===== src/rtl/uart_rx_os.sv =====
// uart_rx_os: oversampling UART receiver.
//   - 2-flop synchroniser on rx_line, majority vote of three mid-bit samples.
//   - DATA_BITS 5..9 (LSB first), PARITY 0=none/1=odd/2=even, STOP_BITS 1..2.
//   - Frame completes at the decision tick of the last stop bit, half a bit
//     early, so a back-to-back start bit can be picked up cleanly.
//   - Optional feature macro: UART_RX_BREAK_DET_EN (line-break detection with
//     a BREAK state). When undefined, break_det is tied low.
module uart_rx_os #(
    parameter int DATA_BITS  = 8,
    parameter int OVERSAMPLE = 16,
    parameter int PARITY     = 0,
    parameter int STOP_BITS  = 1
) (
    input  logic                 clk,
    input  logic                 rst,
    input  logic                 os_tick,
    input  logic                 rx_line,
    output logic [DATA_BITS-1:0] data_out,
    output logic                 valid,
    output logic                 parity_err,
    output logic                 frame_err,
    output logic                 break_det,
    output logic                 busy
);

    localparam int TCW = $clog2(OVERSAMPLE);
    localparam logic [TCW-1:0] TC_S0   = TCW'(OVERSAMPLE / 2 - 1);
    localparam logic [TCW-1:0] TC_S1   = TCW'(OVERSAMPLE / 2);
    localparam logic [TCW-1:0] TC_S2   = TCW'(OVERSAMPLE / 2 + 1);
    localparam logic [TCW-1:0] TC_LAST = TCW'(OVERSAMPLE - 1);
    localparam logic [3:0]     LAST_DATA = 4'(DATA_BITS - 1);
    localparam logic [3:0]     LAST_STOP = 4'(STOP_BITS - 1);

`ifdef UART_RX_BREAK_DET_EN
    typedef enum logic [2:0] {
        S_IDLE, S_START, S_DATA, S_PARITY, S_STOP, S_BREAK
    } state_t;
`else
    typedef enum logic [2:0] {
        S_IDLE, S_START, S_DATA, S_PARITY, S_STOP
    } state_t;
`endif

    state_t                 state_reg;
    logic [1:0]             sync_reg;
    logic [TCW-1:0]         tc_reg;
    logic [3:0]             bit_cnt_reg;
    logic                   s0_reg;
    logic                   s1_reg;
    logic [DATA_BITS-1:0]   shift_reg;
    logic                   par_bit_reg;
    logic                   fe_acc_reg;
    logic                   armed_reg;
    logic [DATA_BITS-1:0]   data_reg;
    logic                   valid_reg;
    logic                   pe_reg;
    logic                   fe_reg;
    logic                   busy_reg;

    logic rs;
    logic vote;
    logic par_x;
    logic pe_now;
    logic fe_now;

    assign rs     = sync_reg[1];
    // Third sample is the live synchronised line at the decision tick.
    assign vote   = (s0_reg & s1_reg) | (s0_reg & rs) | (s1_reg & rs);
    assign par_x  = (^shift_reg) ^ par_bit_reg;
    assign pe_now = (PARITY == 1) ? ~par_x : ((PARITY == 2) ? par_x : 1'b0);
    // Includes the stop bit being decided right now.
    assign fe_now = fe_acc_reg | ~vote;

`ifdef UART_RX_BREAK_DET_EN
    logic brk_reg;
    logic brk_cond;
    assign brk_cond  = fe_now && (shift_reg == '0) && !par_bit_reg;
    assign break_det = brk_reg;
`else
    assign break_det = 1'b0;
`endif

    assign data_out   = data_reg;
    assign valid      = valid_reg;
    assign parity_err = pe_reg;
    assign frame_err  = fe_reg;
    assign busy       = busy_reg;

    // Two-flop synchroniser for the asynchronous line, idling high.
    always_ff @(posedge clk) begin
        if (rst) begin
            sync_reg <= 2'b11;
        end else begin
            sync_reg <= {sync_reg[0], rx_line};
        end
    end

    // Receive FSM: tick counting, sampling, voting, shifting and result pulses.
    always_ff @(posedge clk) begin
        if (rst) begin
            state_reg   <= S_IDLE;
            tc_reg      <= '0;
            bit_cnt_reg <= '0;
            s0_reg      <= 1'b1;
            s1_reg      <= 1'b1;
            shift_reg   <= '0;
            par_bit_reg <= 1'b0;
            fe_acc_reg  <= 1'b0;
            armed_reg   <= 1'b0;
            data_reg    <= '0;
            valid_reg   <= 1'b0;
            pe_reg      <= 1'b0;
            fe_reg      <= 1'b0;
            busy_reg    <= 1'b0;
`ifdef UART_RX_BREAK_DET_EN
            brk_reg     <= 1'b0;
`endif
        end else begin
            valid_reg <= 1'b0;
            pe_reg    <= 1'b0;
            fe_reg    <= 1'b0;
`ifdef UART_RX_BREAK_DET_EN
            brk_reg   <= 1'b0;
`endif
            if (os_tick) begin
                case (state_reg)
                    S_IDLE: begin
                        // After reset, only a genuine falling edge may start a frame.
                        if (rs) begin
                            armed_reg <= 1'b1;
                        end else if (armed_reg) begin
                            state_reg   <= S_START;
                            tc_reg      <= TCW'(1);
                            bit_cnt_reg <= '0;
                            par_bit_reg <= 1'b0;
                            fe_acc_reg  <= 1'b0;
                            busy_reg    <= 1'b1;
                        end
                    end
`ifdef UART_RX_BREAK_DET_EN
                    S_BREAK: begin
                        if (rs) begin
                            state_reg <= S_IDLE;
                            busy_reg  <= 1'b0;
                        end
                    end
`endif
                    default: begin
                        tc_reg <= (tc_reg == TC_LAST) ? '0 : tc_reg + 1'b1;
                        if (tc_reg == TC_S0) s0_reg <= rs;
                        if (tc_reg == TC_S1) s1_reg <= rs;
                        if (tc_reg == TC_S2) begin
                            case (state_reg)
                                S_START: begin
                                    if (vote) begin
                                        state_reg <= S_IDLE;
                                        tc_reg    <= '0;
                                        busy_reg  <= 1'b0;
                                    end else begin
                                        state_reg <= S_DATA;
                                    end
                                end
                                S_DATA: begin
                                    shift_reg <= {vote, shift_reg[DATA_BITS-1:1]};
                                    if (bit_cnt_reg == LAST_DATA) begin
                                        bit_cnt_reg <= '0;
                                        state_reg   <= (PARITY != 0) ? S_PARITY : S_STOP;
                                    end else begin
                                        bit_cnt_reg <= bit_cnt_reg + 4'd1;
                                    end
                                end
                                S_PARITY: begin
                                    par_bit_reg <= vote;
                                    state_reg   <= S_STOP;
                                end
                                S_STOP: begin
                                    if (!vote) fe_acc_reg <= 1'b1;
                                    if (bit_cnt_reg == LAST_STOP) begin
                                        // Finish half a bit early to catch a back-to-back start.
                                        state_reg   <= S_IDLE;
                                        tc_reg      <= '0;
                                        bit_cnt_reg <= '0;
                                        busy_reg    <= 1'b0;
`ifdef UART_RX_BREAK_DET_EN
                                        if (brk_cond) begin
                                            brk_reg   <= 1'b1;
                                            state_reg <= S_BREAK;
                                            busy_reg  <= 1'b1;
                                        end else begin
                                            valid_reg <= 1'b1;
                                            data_reg  <= shift_reg;
                                            pe_reg    <= pe_now;
                                            fe_reg    <= fe_now;
                                        end
`else
                                        valid_reg <= 1'b1;
                                        data_reg  <= shift_reg;
                                        pe_reg    <= pe_now;
                                        fe_reg    <= fe_now;
`endif
                                    end else begin
                                        bit_cnt_reg <= bit_cnt_reg + 4'd1;
                                    end
                                end
                                default: ;
                            endcase
                        end
                    end
                endcase
            end
        end
    end

endmodule


===== config.mk =====
export PLATFORM = sky130hd
export DESIGN_NAME = uart_rx_os
export DESIGN_NICKNAME = d
export VERILOG_FILES = /design/src/rtl/uart_rx_os.sv
export SDC_FILE = /design/constraint.sdc
export NUM_CORES = 1
export LEC_CHECK = 0
export BUFFER_PORTS_ARGS = -buffer_cell sky130_fd_sc_hd__buf_2
export CAP_MARGIN = 20
export CORE_MARGIN = 1
export CORE_UTILIZATION = 52
export CTS_CLUSTER_SIZE = 40
export DETAILED_ROUTE_END_ITERATION = 16
export GPL_TIMING_DRIVEN = 0
export PLACE_DENSITY_LB_ADDON = 0.25
export SYNTH_ARGS = -nofsm -noshare
export SYNTH_HDL_FRONTEND = slang
export SYNTH_SLANG_ARGS = --single-unit

===== constraint.sdc =====
create_clock -name clk -period 4.6 [get_ports clk]
set_input_delay 0.69 -clock clk [delete_from_list [all_inputs] [get_ports clk]]
set_output_delay 0.69 -clock clk [all_outputs]
set_load 0.03 [all_outputs]

* Yosys cells after proc, flatten, opt, wreduce, memory -nomap -nowiden
Cells that the tools add are included.
Word-level totals: register bits 36, bits in latches 0, RAM bits 0, bits in read-only memories 0, input bits 4, output and inout port bits 13, memories kept 0
Cells by class: $add $sub $neg 2, multipliers 0, div/mod/pow operators 0, $lt $le $gt $ge 0, equality and inequality tests 15, shifts and indexed selects 0, multiplexer cells 37, bitwise logic cells 12, reductions and logical operators 19
Operators by type and width (count):
- 2-to-1 mux 4 bit | 13
- 2-to-1 mux 3 bit | 6
- case mux 4 bit (2 select lines) | 2
- AND reduction 7 bit | 2
- 2-to-1 mux 1 bit | 13
- equality test 4 bit (second input constant) | 3
- case mux 3 bit (4 select lines) | 1
- AND reduction 3 bit | 4
- AND reduction 5 bit | 2
- adder 4 x 1 -> 4 bit (second input constant) | 2
- equality test 4 x 3 -> 1 bit (second input constant) | 2
- equality test 3 x 2 -> 1 bit (second input constant) | 2
- inequality test 3 bit (second input constant) | 2
- NOT 1 bit | 6
- AND reduction 6 bit | 1
- nonzero test 3 bit | 2
- OR reduction 6 bit | 1
- nonzero test 5 bit | 1
- OR reduction 5 bit | 1
- zero test 4 bit | 1
- inequality test 2 bit (second input constant) | 2
- AND reduction 4 bit | 1
- nonzero test 2 bit | 2
- AND 1 bit | 3
- 8 further kinds | 10

* Longest topological paths before layout
Gate-level depths: netlist of the first run.
depth in word-level cells 7, depth in mapped cells 8

* Worst setup path after synthesis of the first run
No wires, ideal clock.
kind register to register, from reg bit_cnt_reg[0], to reg state_reg[1], library setup time 0.071 ns, data arrival time 1.856 ns, required time 4.529 ns, path slack 2.673 ns, stages on the path, launching flop included 8, cell sequence dfxtp_1 inv_1 ha_1 or3b_4 nor3_4 o211ai_2 or4b_1 a21oi_1
On the way: word-level cells in the longest chain between the ends 3
RTL lines:
- start: declaration | line 47 | logic [3:0] bit_cnt_reg;
- start signal: assignment | line 169 | bit_cnt_reg <= bit_cnt_reg + 4'd1;
- start signal: assignment | line 202 | bit_cnt_reg <= bit_cnt_reg + 4'd1;
- equality test 4 x 3 -> 1 bit or zero test 4 bit (tied branches) | line 165, 178
- inequality test 3 bit (no line) or inequality test 3 x 2 -> 1 bit (tied branches)
- AND reduction 7 bit (no line) *
- end signal: assignment | line 167 | state_reg <= (PARITY != 0) ? S_PARITY : S_STOP;
- end: declaration | line 44 | state_t state_reg;
Every way passes the cells marked *; elsewhere a longest branch is shown, timed or not. A chain may end at the register's enable or synchronous reset.

* Worst setup path in the final report of the first run
Same ends and word-level chain as after synthesis.

==> run metrics, run 1 <==
post-cts resize count 0; number of hold violations in the final report 0; Slew Limit Headroom 60.69%; average via count per standard cell 5.348; TritonCTS clock tree yes; Combinational Power Share 5.0%; clock root buffer master sky130_fd_sc_hd__clkbuf_4; Max stage delay on crit path 520 ps; sequential share of power 62.4%; detail-routed net length per standard cell 13.14 um; number of buffers inserted by hold repair at cts 0; most frequent standard cell in the layout excluding fill and tap cells sky130_fd_sc_hd__dfxtp_1; Peak VDD IR 0.0001312 V; clock latency at the later pin of the worst-skew pair 330 ps; vias in the first global route 1252; number of cells produced by synthesis 190; post-layout util 61.13%; DIE WIDTH 59.46 um; weighted congestion at the end of routability-driven global placement 0.8818; total negative slack for setup checks 0 ps; overall routed net length 3364 um; Power Density 266.6 nW/um2; antenna violations before repair 0; Synthesis Warnings 0; predominant post-synthesis flop cell sky130_fd_sc_hd__dfxtp_1; Area Overhead vs Synth 10.50%; die area 3535 um2; slowest CP cell sky130_fd_sc_hd__or4b_1; count of buffering cells on the critical path with inverters included 1; input/output buffers 13; global-route usage over all layers 20.46%; placed inst area 1841 um2; Crit Path Class reg2reg; kind of end point of the critical path flop; power consumption 0.5056 mW; Tmin final 2086 ps; Worst Path Required 4860 ps; H-tree level count 2; Iter 0 DRT Violations 67; number of diodes added for antenna fixing 0; Nets 220; post-route non-filler standard cell count 256; Lkg Pwr 0.7724 nW; Syn Std Cell Area 1717 um2; status finished clean; Row Count 20; worst hold margin 425.8 ps; total instance count after detailed placement 248; count of state elements after synthesis 36; sinks on the clock net 36; routed vias 1369; most frequent cells in the layout 36 x sky130_fd_sc_hd__dfxtp_1, 24 x sky130_fd_sc_hd__nor2_1, 18 x sky130_fd_sc_hd__mux2i_1; post-DP HPWL 2400 um; cell family with the largest share of critical-path delay simple AND/OR/NAND/NOR gates; Remaining Overflow, GRT 0; Max Cap Violations 0; Final setup violation count 0; clock power share 32.6%; number of remaining DRC errors 0; ratio of cells with drive above 1 in the final layout 16.04%; Net Switching 0.1242 mW; crit path max fanout 6; height of the chip 59.46 um; buffers from clock root to sink, at most 2; setup bufs post-CTS 0; ANT nets after route 0; area of all placed cells without fillers 1897 um2; core outline area 3103 um2; count of cell types in the netlist 45; portion of the post-synthesis area used by sequential elements 41.98%; Switching Share 24.57%; Max Slew Vio Count 0; count of flip-flops with a built-in enable after synthesis 0; Achievable Freq 479.5 MHz; setup slack after placement 2532 ps; CP Launch Type flop; first-pass iteration count of the detailed router 4; cells along the critical path inv_1 -> ha_1 -> or3b_4 -> nor3_4 -> o211ai_2 -> or4b_1 -> a21oi_1; worst path setup slack after routing 2514 ps; RSZ-0062 raised after global routing false; number of buffers inserted during clock tree synthesis 5; Int Pwr 0.3814 mW; ports placed on the boundary 17; Final Skew 7.117 ps; critical path arrival 2350 ps; Starting Density 55.32%; Tightest Pin Transition 581.4 ps; path class of the lowest-slack min-delay path reg2reg; wire length of the first global-routing pass 5423 um; Mean Syn Cell Area 9.035 um2; final worst-path cycle share 45.34%; largest net degree at the start of global routing 13; share of synthesized flip-flops with an asynchronous set or reset 0%; Reg clk slew, reported paths 110 ps
area by class of cell:
type	count	area, um2
fillers	292	1206
multi-input cells	137	904.6
flip-flops and latches	36	720.7
plain buffers	13	76.32
repair buffers	13	65.06
well taps	44	55.05
clock buffers	5	37.54
clock inverters	3	18.77
inverters	5	18.77
metal layers:
layer / global-route usage (%) / vias up / part of all wire (%)
li1: - / 708 / -
met1: 25.34 / 631 / 47
met2: 34.35 / 26 / 48
met3: 4.803 / 4 / 3.5
met4: 7.483 / 0 / 1.1
met5: 0 / - / 0
Yosys cell counts (2+ instances only):
library cell | instances | area share (%)
sky130_fd_sc_hd__buf_4 | 3 | 1.3
sky130_fd_sc_hd__nand2_1 | 11 | 2.4
sky130_fd_sc_hd__clkbuf_1 | 7 | 1.5
sky130_fd_sc_hd__a211o_1 | 2 | 1.0
sky130_fd_sc_hd__dfxtp_1 | 36 | 42
sky130_fd_sc_hd__or2_2 | 2 | 0.73
sky130_fd_sc_hd__nor3_1 | 2 | 0.58
sky130_fd_sc_hd__nor2b_1 | 6 | 2.2
sky130_fd_sc_hd__a31oi_1 | 4 | 1.5
sky130_fd_sc_hd__or4_1 | 2 | 0.87
sky130_fd_sc_hd__o21ai_0 | 5 | 1.5
sky130_fd_sc_hd__nor4b_1 | 2 | 1.0
sky130_fd_sc_hd__nand2b_1 | 2 | 0.73
sky130_fd_sc_hd__and3_1 | 3 | 1.1
sky130_fd_sc_hd__or3_1 | 2 | 0.73
sky130_fd_sc_hd__nor2_1 | 24 | 5.2
sky130_fd_sc_hd__buf_6 | 2 | 1.3
sky130_fd_sc_hd__inv_1 | 5 | 1.1
sky130_fd_sc_hd__a21oi_1 | 16 | 4.7
sky130_fd_sc_hd__o21ai_1 | 4 | 1.2
sky130_fd_sc_hd__nand3b_1 | 2 | 0.87
sky130_fd_sc_hd__or4b_1 | 2 | 1.2
sky130_fd_sc_hd__a211oi_1 | 2 | 0.87
sky130_fd_sc_hd__mux2i_1 | 18 | 10
sky130_fd_sc_hd__ha_1 | 5 | 3.6
sky130_fd_sc_hd__nand4_1 | 2 | 0.73
worst paths after layout:
path | slack, ps | to | from | cells past startpoint
setup / recovery | 2510 | state_reg[1]$_SDFFE_PP0P_ | bit_cnt_reg[0]$_SDFFE_PP0P_ | 7
hold / removal | 430 | sync_reg[1]$_SDFF_PP1_ | sync_reg[0]$_SDFF_PP1_ | 1
setup reg to reg | 2510 | state_reg[1]$_SDFFE_PP0P_ | bit_cnt_reg[0]$_SDFFE_PP0P_ | 7
hold reg to reg | 430 | sync_reg[1]$_SDFF_PP1_ | sync_reg[0]$_SDFF_PP1_ | 1
cells by family (layout without fill, tap and decap cells):
family                     after synthesis  count (layout)  synth area share [%]
AOI/OAI and AO/OA                       39              39                 13.63
and+or+nand+nor                         71              71                 23.25
muxes                                   19              19                 11.15
adders and majority gates                6               6                 4.227
DFF                                     36              36                 41.98
buffers and inverters                   18              39                 5.539
other                                    1               2                0.2184
power groups by stage:
stage | Sequential (mW) | Combinational, mW | Clock [mW]
2_1_floorplan | 0.323 | 0.0185 | 0
3_3_place_gp | 0.323 | 0.0244 | 0
3_5_place_dp | 0.323 | 0.0248 | 0
4_1_cts | 0.316 | 0.0249 | 0.172
5_1_grt | 0.316 | 0.0277 | 0.183
6_report | 0.316 | 0.0251 | 0.165
worst reg2reg max path, delay by kind of cell (launching register included):
kind,cells,cell delay [ps]
flip-flops,1,370
AND/OR/NAND/NOR,3,1100
buffers and inverters,1,70
adder cells (fa/ha/maj),1,170
AO/OA/AOI/OAI,2,300
Power figures use the tool's default switching activity.
==> run 2: changes to the inputs <==
clock period = 2.1 ns   (was 4.6 ns; I/O delays follow)
==> run 2 against run 1 <==
Compared with the run above:
- global-route usage did not move
- routed wire length rose by 0.89%
- flip-flop and latch count unchanged
- clock skew decreased by 1.6 ps
- clock-buffer cell count is the same
- fmax increased by 4.6%
==> run metrics, run 2 (synthesized netlist as in run 1, its figures left out) <==
slowest CP cell sky130_fd_sc_hd__or4b_1; antenna violations before repair 0 (unchanged); slack of the worst reg-to-reg path 110 ps (-2410 ps); Final setup violation count 0 (unchanged); Crit Path Class reg2reg; Reg clk slew, reported paths 110 ps (about the same); sinks on the clock net 36 (unchanged); die area 3535 um2 (unchanged); Row Count 20 (unchanged); Peak VDD IR 0.0002869 V (+120%); clock root buffer master sky130_fd_sc_hd__clkbuf_4; average via count per standard cell 5.422 (+1.4%); Iter 0 DRT Violations 49 (-27%); final worst-path cycle share 94.94% (+50 points); critical path arrival 2260 ps (-90 ps); Nets 222 (+0.91%); post-route non-filler standard cell count 258 (+0.78%); post-DP HPWL 2400 um (unchanged); Achievable Freq 501.6 MHz (+4.6%); count of buffering cells on the critical path with inverters included 1 (unchanged); path class of the lowest-slack min-delay path in2reg; number of buffers inserted during clock tree synthesis 5 (unchanged); Worst Path Required 2370 ps (-2490 ps); input/output buffers 13 (unchanged); total instance count after detailed placement 248 (unchanged); RR Startpoint bit_cnt_reg[0]$_SDFFE_PP0P_; Starting Density 55.32% (unchanged); kind of end point of the critical path flop; Tmin final 1994 ps (-91.86 ps); area of all placed cells without fillers 1917 um2 (+1.1%); Net Switching 0.2728 mW (+120%); RSZ-0062 raised after global routing true; core outline area 3103 um2 (unchanged); RR Endpoint state_reg[1]$_SDFFE_PP0P_; Lkg Pwr 0.7816 nW (+1.2%); first-pass iteration count of the detailed router 4 (unchanged); placed inst area 1841 um2 (unchanged); setup slack after placement 32.26 ps (-2500 ps); largest net degree at the start of global routing 13 (unchanged); worst path setup slack after routing 106.3 ps (-2408 ps); status finished clean; Slew Limit Headroom 61.20% (+0.51 points); vias in the first global route 1252 (unchanged); weighted congestion at the end of routability-driven global placement 0.8818 (unchanged); Power Density 578.6 nW/um2 (+120%); total negative slack for setup checks 0 ps (unchanged); Combinational Power Share 5.1% (about the same); global-route usage over all layers 20.46% (unchanged); detail-routed net length per standard cell 13.16 um (+0.11%); CP Launch Type flop; number of hold violations in the final report 0 (unchanged); critical path depth in cells 7 (unchanged); Max stage delay on crit path 510 ps (about the same); sequential share of power 62.3% (about the same); routed vias 1399 (+2.2%); ANT nets after route 0 (unchanged); wire length of the first global-routing pass 5423 um (unchanged); number of cells on the worst reg-to-reg path 7 (unchanged); Remaining Overflow, GRT 0 (unchanged); cell family with the largest share of critical-path delay simple AND/OR/NAND/NOR gates; Critical Path Source bit_cnt_reg[0]$_SDFFE_PP0P_; worst hold margin 154.8 ps (-271.0 ps); DIE WIDTH 59.46 um (unchanged); most frequent cells in the layout 34 x sky130_fd_sc_hd__dfxtp_1, 24 x sky130_fd_sc_hd__nor2_1, 18 x sky130_fd_sc_hd__mux2i_1; end of the critical path state_reg[1]$_SDFFE_PP0P_; Area Overhead vs Synth 11.66%; height of the chip 59.46 um (unchanged); buffers from clock root to sink, at most 2 (unchanged); number of remaining DRC errors 0 (unchanged); Final Skew 5.469 ps (-1.648 ps); number of diodes added for antenna fixing 0 (unchanged); clock latency at the later pin of the worst-skew pair 340 ps (about the same); overall routed net length 3394 um (+0.89%); H-tree level count 2 (unchanged); clock power share 32.6% (about the same); Switching Share 24.60% (+0.029 points); Tightest Pin Transition 573.9 ps (-7.552 ps); Max Slew Vio Count 0 (unchanged); most frequent standard cell in the layout excluding fill and tap cells sky130_fd_sc_hd__dfxtp_1; ratio of cells with drive above 1 in the final layout 17.76% (+1.7 points); post-layout util 61.77% (+0.65 points); Max Cap Violations 0 (unchanged); power consumption 1.109 mW (+120%); TritonCTS clock tree yes; Int Pwr 0.8363 mW (+120%); crit path max fanout 6 (unchanged); ports placed on the boundary 17 (unchanged); cells along the critical path inv_1 -> ha_1 -> or3b_4 -> nor3_4 -> o211ai_2 -> or4b_1 -> a21oi_1
run 2: changes by cell type in the layout (fill, tap and decap cells not counted):
cell,delta
sky130_fd_sc_hd__buf_2,-1
sky130_fd_sc_hd__buf_4,+3
sky130_fd_sc_hd__dfxtp_1,-2
sky130_fd_sc_hd__dfxtp_2,+2
sky130_fd_sc_hd__o21ai_0,-1
sky130_fd_sc_hd__o21ai_1,+1
run 2: worst min path at each step:
stage	startpoint	endpoint	slack [ps]	cells after the start
global placement	sync_reg[0]$_SDFF_PP1_	sync_reg[1]$_SDFF_PP1_	400	1
floorplan	sync_reg[0]$_SDFF_PP1_	sync_reg[1]$_SDFF_PP1_	390	1
detailed placement	sync_reg[0]$_SDFF_PP1_	sync_reg[1]$_SDFF_PP1_	400	1
global route	rx_line	sync_reg[0]$_SDFF_PP1_	150	2
CTS	rx_line	sync_reg[0]$_SDFF_PP1_	150	2
finish	rx_line	sync_reg[0]$_SDFF_PP1_	150	2
run 2: timing repair:
item                                    in CTS  in global routing
buffers inserted                             0                  2
endpoints found under the setup margin       0                 14
hold buffers                                 0                  0
gates resized for setup                      0                  5
run 2: layout make-up:
class	count	area (um2)
fillers	293	1186
well taps	44	55.05
repair buffers	15	80.08
multi-input cells	137	904.6
flip-flops and latches	36	723.2
plain buffers	13	78.83
clock buffers	5	37.54
clock inverters	3	18.77
inverters	5	18.77
run 2: layer usage:
metal  track usage [%]  vias up  share of wire, %
li1                  -      714                 -
met1             25.34      644                46
met2             34.35       35                48
met3             4.803        6               4.8
met4             7.483        0               1.2
met5                 0        -                 0
run 2: worst register-to-register path: stages (launching register included):
cell,delay (ps)
sky130_fd_sc_hd__dfxtp_2,360
sky130_fd_sc_hd__inv_1,60
sky130_fd_sc_hd__ha_1,170
sky130_fd_sc_hd__or3b_4,400
sky130_fd_sc_hd__nor3_4,190
sky130_fd_sc_hd__o211ai_2,100
sky130_fd_sc_hd__or4b_1,510
sky130_fd_sc_hd__a21oi_1,150
run 2: power groups by stage:
| stage | registers [mW] | clock network [mW] | logic, mW |
|---|---|---|---|
| finish | 0.691 | 0.362 | 0.0561 |
| global route | 0.692 | 0.400 | 0.0619 |
| CTS | 0.691 | 0.376 | 0.0545 |
| detailed placement | 0.707 | 0 | 0.0544 |
| global placement | 0.707 | 0 | 0.0534 |
| floorplan | 0.707 | 0 | 0.0405 |
==> run 3: changes to the inputs <==
BUFFER_PORTS_ARGS = -buffer_cell sky130_fd_sc_hd__buf_4   (was -buffer_cell sky130_fd_sc_hd__buf_2)
CTS_CLUSTER_SIZE = 14   (was 40)
==> run 3 against run 2 <==
Compared with the run above:
- critical endpoint unchanged
- clock skew is 1.0 ps higher
- sequential power barely moved
- highest routed layer unchanged
- cell count is the same
==> run metrics, run 3 (synthesized netlist as in run 1, its figures left out) <==
Max Cap Violations 0 (unchanged); TritonCTS clock tree yes; Multi-input gate area 905.9 um2 (+0.14%); Tightest Pin Transition 583.0 ps (+9.199 ps); Slew Limit Headroom 60.58% (-0.62 points); antenna violations before repair 0 (unchanged); detail-routed net length per standard cell 12.98 um (-1.3%); final worst-path cycle share 95.66% (+0.73 points); H-tree level count 2 (unchanged); input/output buffers 13 (unchanged); number of cells on the worst hold path 2 (unchanged); Remaining Overflow, GRT 0 (unchanged); vias in the first global route 1192 (-4.8%); buffers from clock root to sink, at most 2 (unchanged); number of remaining DRC errors 0 (unchanged); Nets 222 (unchanged); ports placed on the boundary 17 (unchanged); largest net degree at the start of global routing 12 (-1); slowest CP cell sky130_fd_sc_hd__or4b_1; Achievable Freq 497.8 MHz (-0.76%); CP Launch Type flop; number of fill cells 291 (-0.68%); height of the chip 59.46 um (unchanged); routed vias 1413 (+1.0%); Lkg Pwr 0.7915 nW (+1.3%); ANT nets after route 0 (unchanged); global-route usage over all layers 20.22% (-0.24 points); number of cells on the worst reg-to-reg path 7 (unchanged); Final Skew 6.469 ps (+1.001 ps); Starting Density 55.32% (unchanged); Storage cell area 723.2 um2 (unchanged); power consumption 1.217 mW (+9.7%); cells along the critical path inv_1 -> ha_1 -> or3b_4 -> nor3_4 -> o211ai_2 -> or4b_1 -> a21oi_1; weighted congestion at the end of routability-driven global placement 0.9167 (+4.0%); wire length of the first global-routing pass 5278 um (-2.7%); DIE WIDTH 59.46 um (unchanged); number of buffers inserted by hold repair at cts 0 (unchanged); number of hold violations in the final report 0 (unchanged); Reg clk slew, reported paths 110 ps (about the same); status finished clean; Worst Path Required 2370 ps (about the same); most frequent cells in the layout 34 x sky130_fd_sc_hd__dfxtp_1, 24 x sky130_fd_sc_hd__nor2_1, 20 x sky130_fd_sc_hd__buf_4; most frequent standard cell in the layout excluding fill and tap cells sky130_fd_sc_hd__dfxtp_1; Power Density 616.5 nW/um2 (+6.5%); Crit Path Class reg2reg; worst hold margin 169.2 ps (+14.40 ps); Max stage delay on crit path 530 ps (+20 ps); average via count per standard cell 5.477 (+1.0%); kind of end point of the critical path flop; Area Overhead vs Synth 15.01%; critical path arrival 2280 ps (+20 ps); number of buffers inserted during clock tree synthesis 5 (unchanged); path class of the lowest-slack min-delay path in2reg; Final setup violation count 0 (unchanged); clock latency at the later pin of the worst-skew pair 330 ps (about the same); Peak VDD IR 0.0003948 V (+38%); number of diodes added for antenna fixing 0 (unchanged); sinks on the clock net 36 (unchanged); crit path max fanout 6 (unchanged); overall routed net length 3349 um (-1.3%); die area 3535 um2 (unchanged); first-pass iteration count of the detailed router 4 (unchanged); Tmin final 2009 ps (+15.28 ps); Max Slew Vio Count 0 (unchanged); post-layout util 63.63% (+1.9 points); core outline area 3103 um2 (unchanged); clock root buffer master sky130_fd_sc_hd__clkbuf_4; Iter 0 DRT Violations 67 (+37%); Row Count 20 (unchanged); RSZ-0062 raised after global routing true; ratio of cells with drive above 1 in the final layout 18.22% (+0.47 points); post-DP HPWL 2399 um (about the same)
## run 3: cell types whose count changed in the layout (fill, tap and decap cells not counted)
cell,delta
sky130_fd_sc_hd__clkinv_4,-1
sky130_fd_sc_hd__buf_2,-13
sky130_fd_sc_hd__o21ai_1,-1
sky130_fd_sc_hd__clkinv_2,-1
sky130_fd_sc_hd__and3b_1,-1
sky130_fd_sc_hd__and3b_2,+1
sky130_fd_sc_hd__bufinv_16,+1
sky130_fd_sc_hd__buf_4,+14
sky130_fd_sc_hd__o21ai_0,+1
## run 3: worst paths after layout
path,startpoint,endpoint,slack (ps)
setup / recovery,bit_cnt_reg[0]$_SDFFE_PP0P_,state_reg[1]$_SDFFE_PP0P_,90
hold / removal,rx_line,sync_reg[0]$_SDFF_PP1_,170
setup reg to reg,bit_cnt_reg[0]$_SDFFE_PP0P_,state_reg[1]$_SDFFE_PP0P_,90
hold reg to reg,sync_reg[0]$_SDFF_PP1_,sync_reg[1]$_SDFF_PP1_,440
## run 3: layer usage
metal,wire (um),global-route usage [%],up-vias
met4,29,6.803,0
met1,1526,25.03,666
met5,0,0,-
li1,-,-,712
met3,126,8.297,4
met2,1666,31.62,31
## run 3: power by group
part           leakage, nW  internal [mW]  switching [mW]
registers            0.292          0.688         0.00352
clock network       0.0422          0.250           0.218
logic                0.457         0.0216          0.0365
## run 3: worst max-delay path: cells and delay by family, from the launching register on
| family | cells | cell delay (ps) |
|---|---|---|
| AO/OA/AOI/OAI | 2 | 250 |
| flip-flops | 1 | 350 |
| adder cells (fa/ha/maj) | 1 | 170 |
| AND/OR/NAND/NOR | 3 | 1120 |
| buffers and inverters | 1 | 60 |
## run 3: repair_timing
action	4_1_cts	5_1_grt
endpoints found under the hold margin	0	0
gates resized for setup	0	5
endpoints found under the setup margin	0	16
buffers inserted	0	3
## run 3: through the flow
step                      TNS [ps]  std cells  worst slack, ps  area, um2
after floorplan                  0        191            173.3       1720
after global placement           0        248            86.68       1873
after detailed placement         0        248            42.46       1873
after CTS                        0        256            16.44       1949
after global routing        -19.37        258           -19.37       1974
final                            0        258            91.07       1974
## run 3: final cells by class
type	instances	share of cell area [%]
Multi-Input combinational cell	137	45.88
Inverter	5	0.9506
Clock buffer	6	2.091
Tap cell	44	2.788
Sequential cell	36	36.63
Timing Repair Buffer	16	6.084
Buffer	12	3.802
Clock inverter	2	1.774
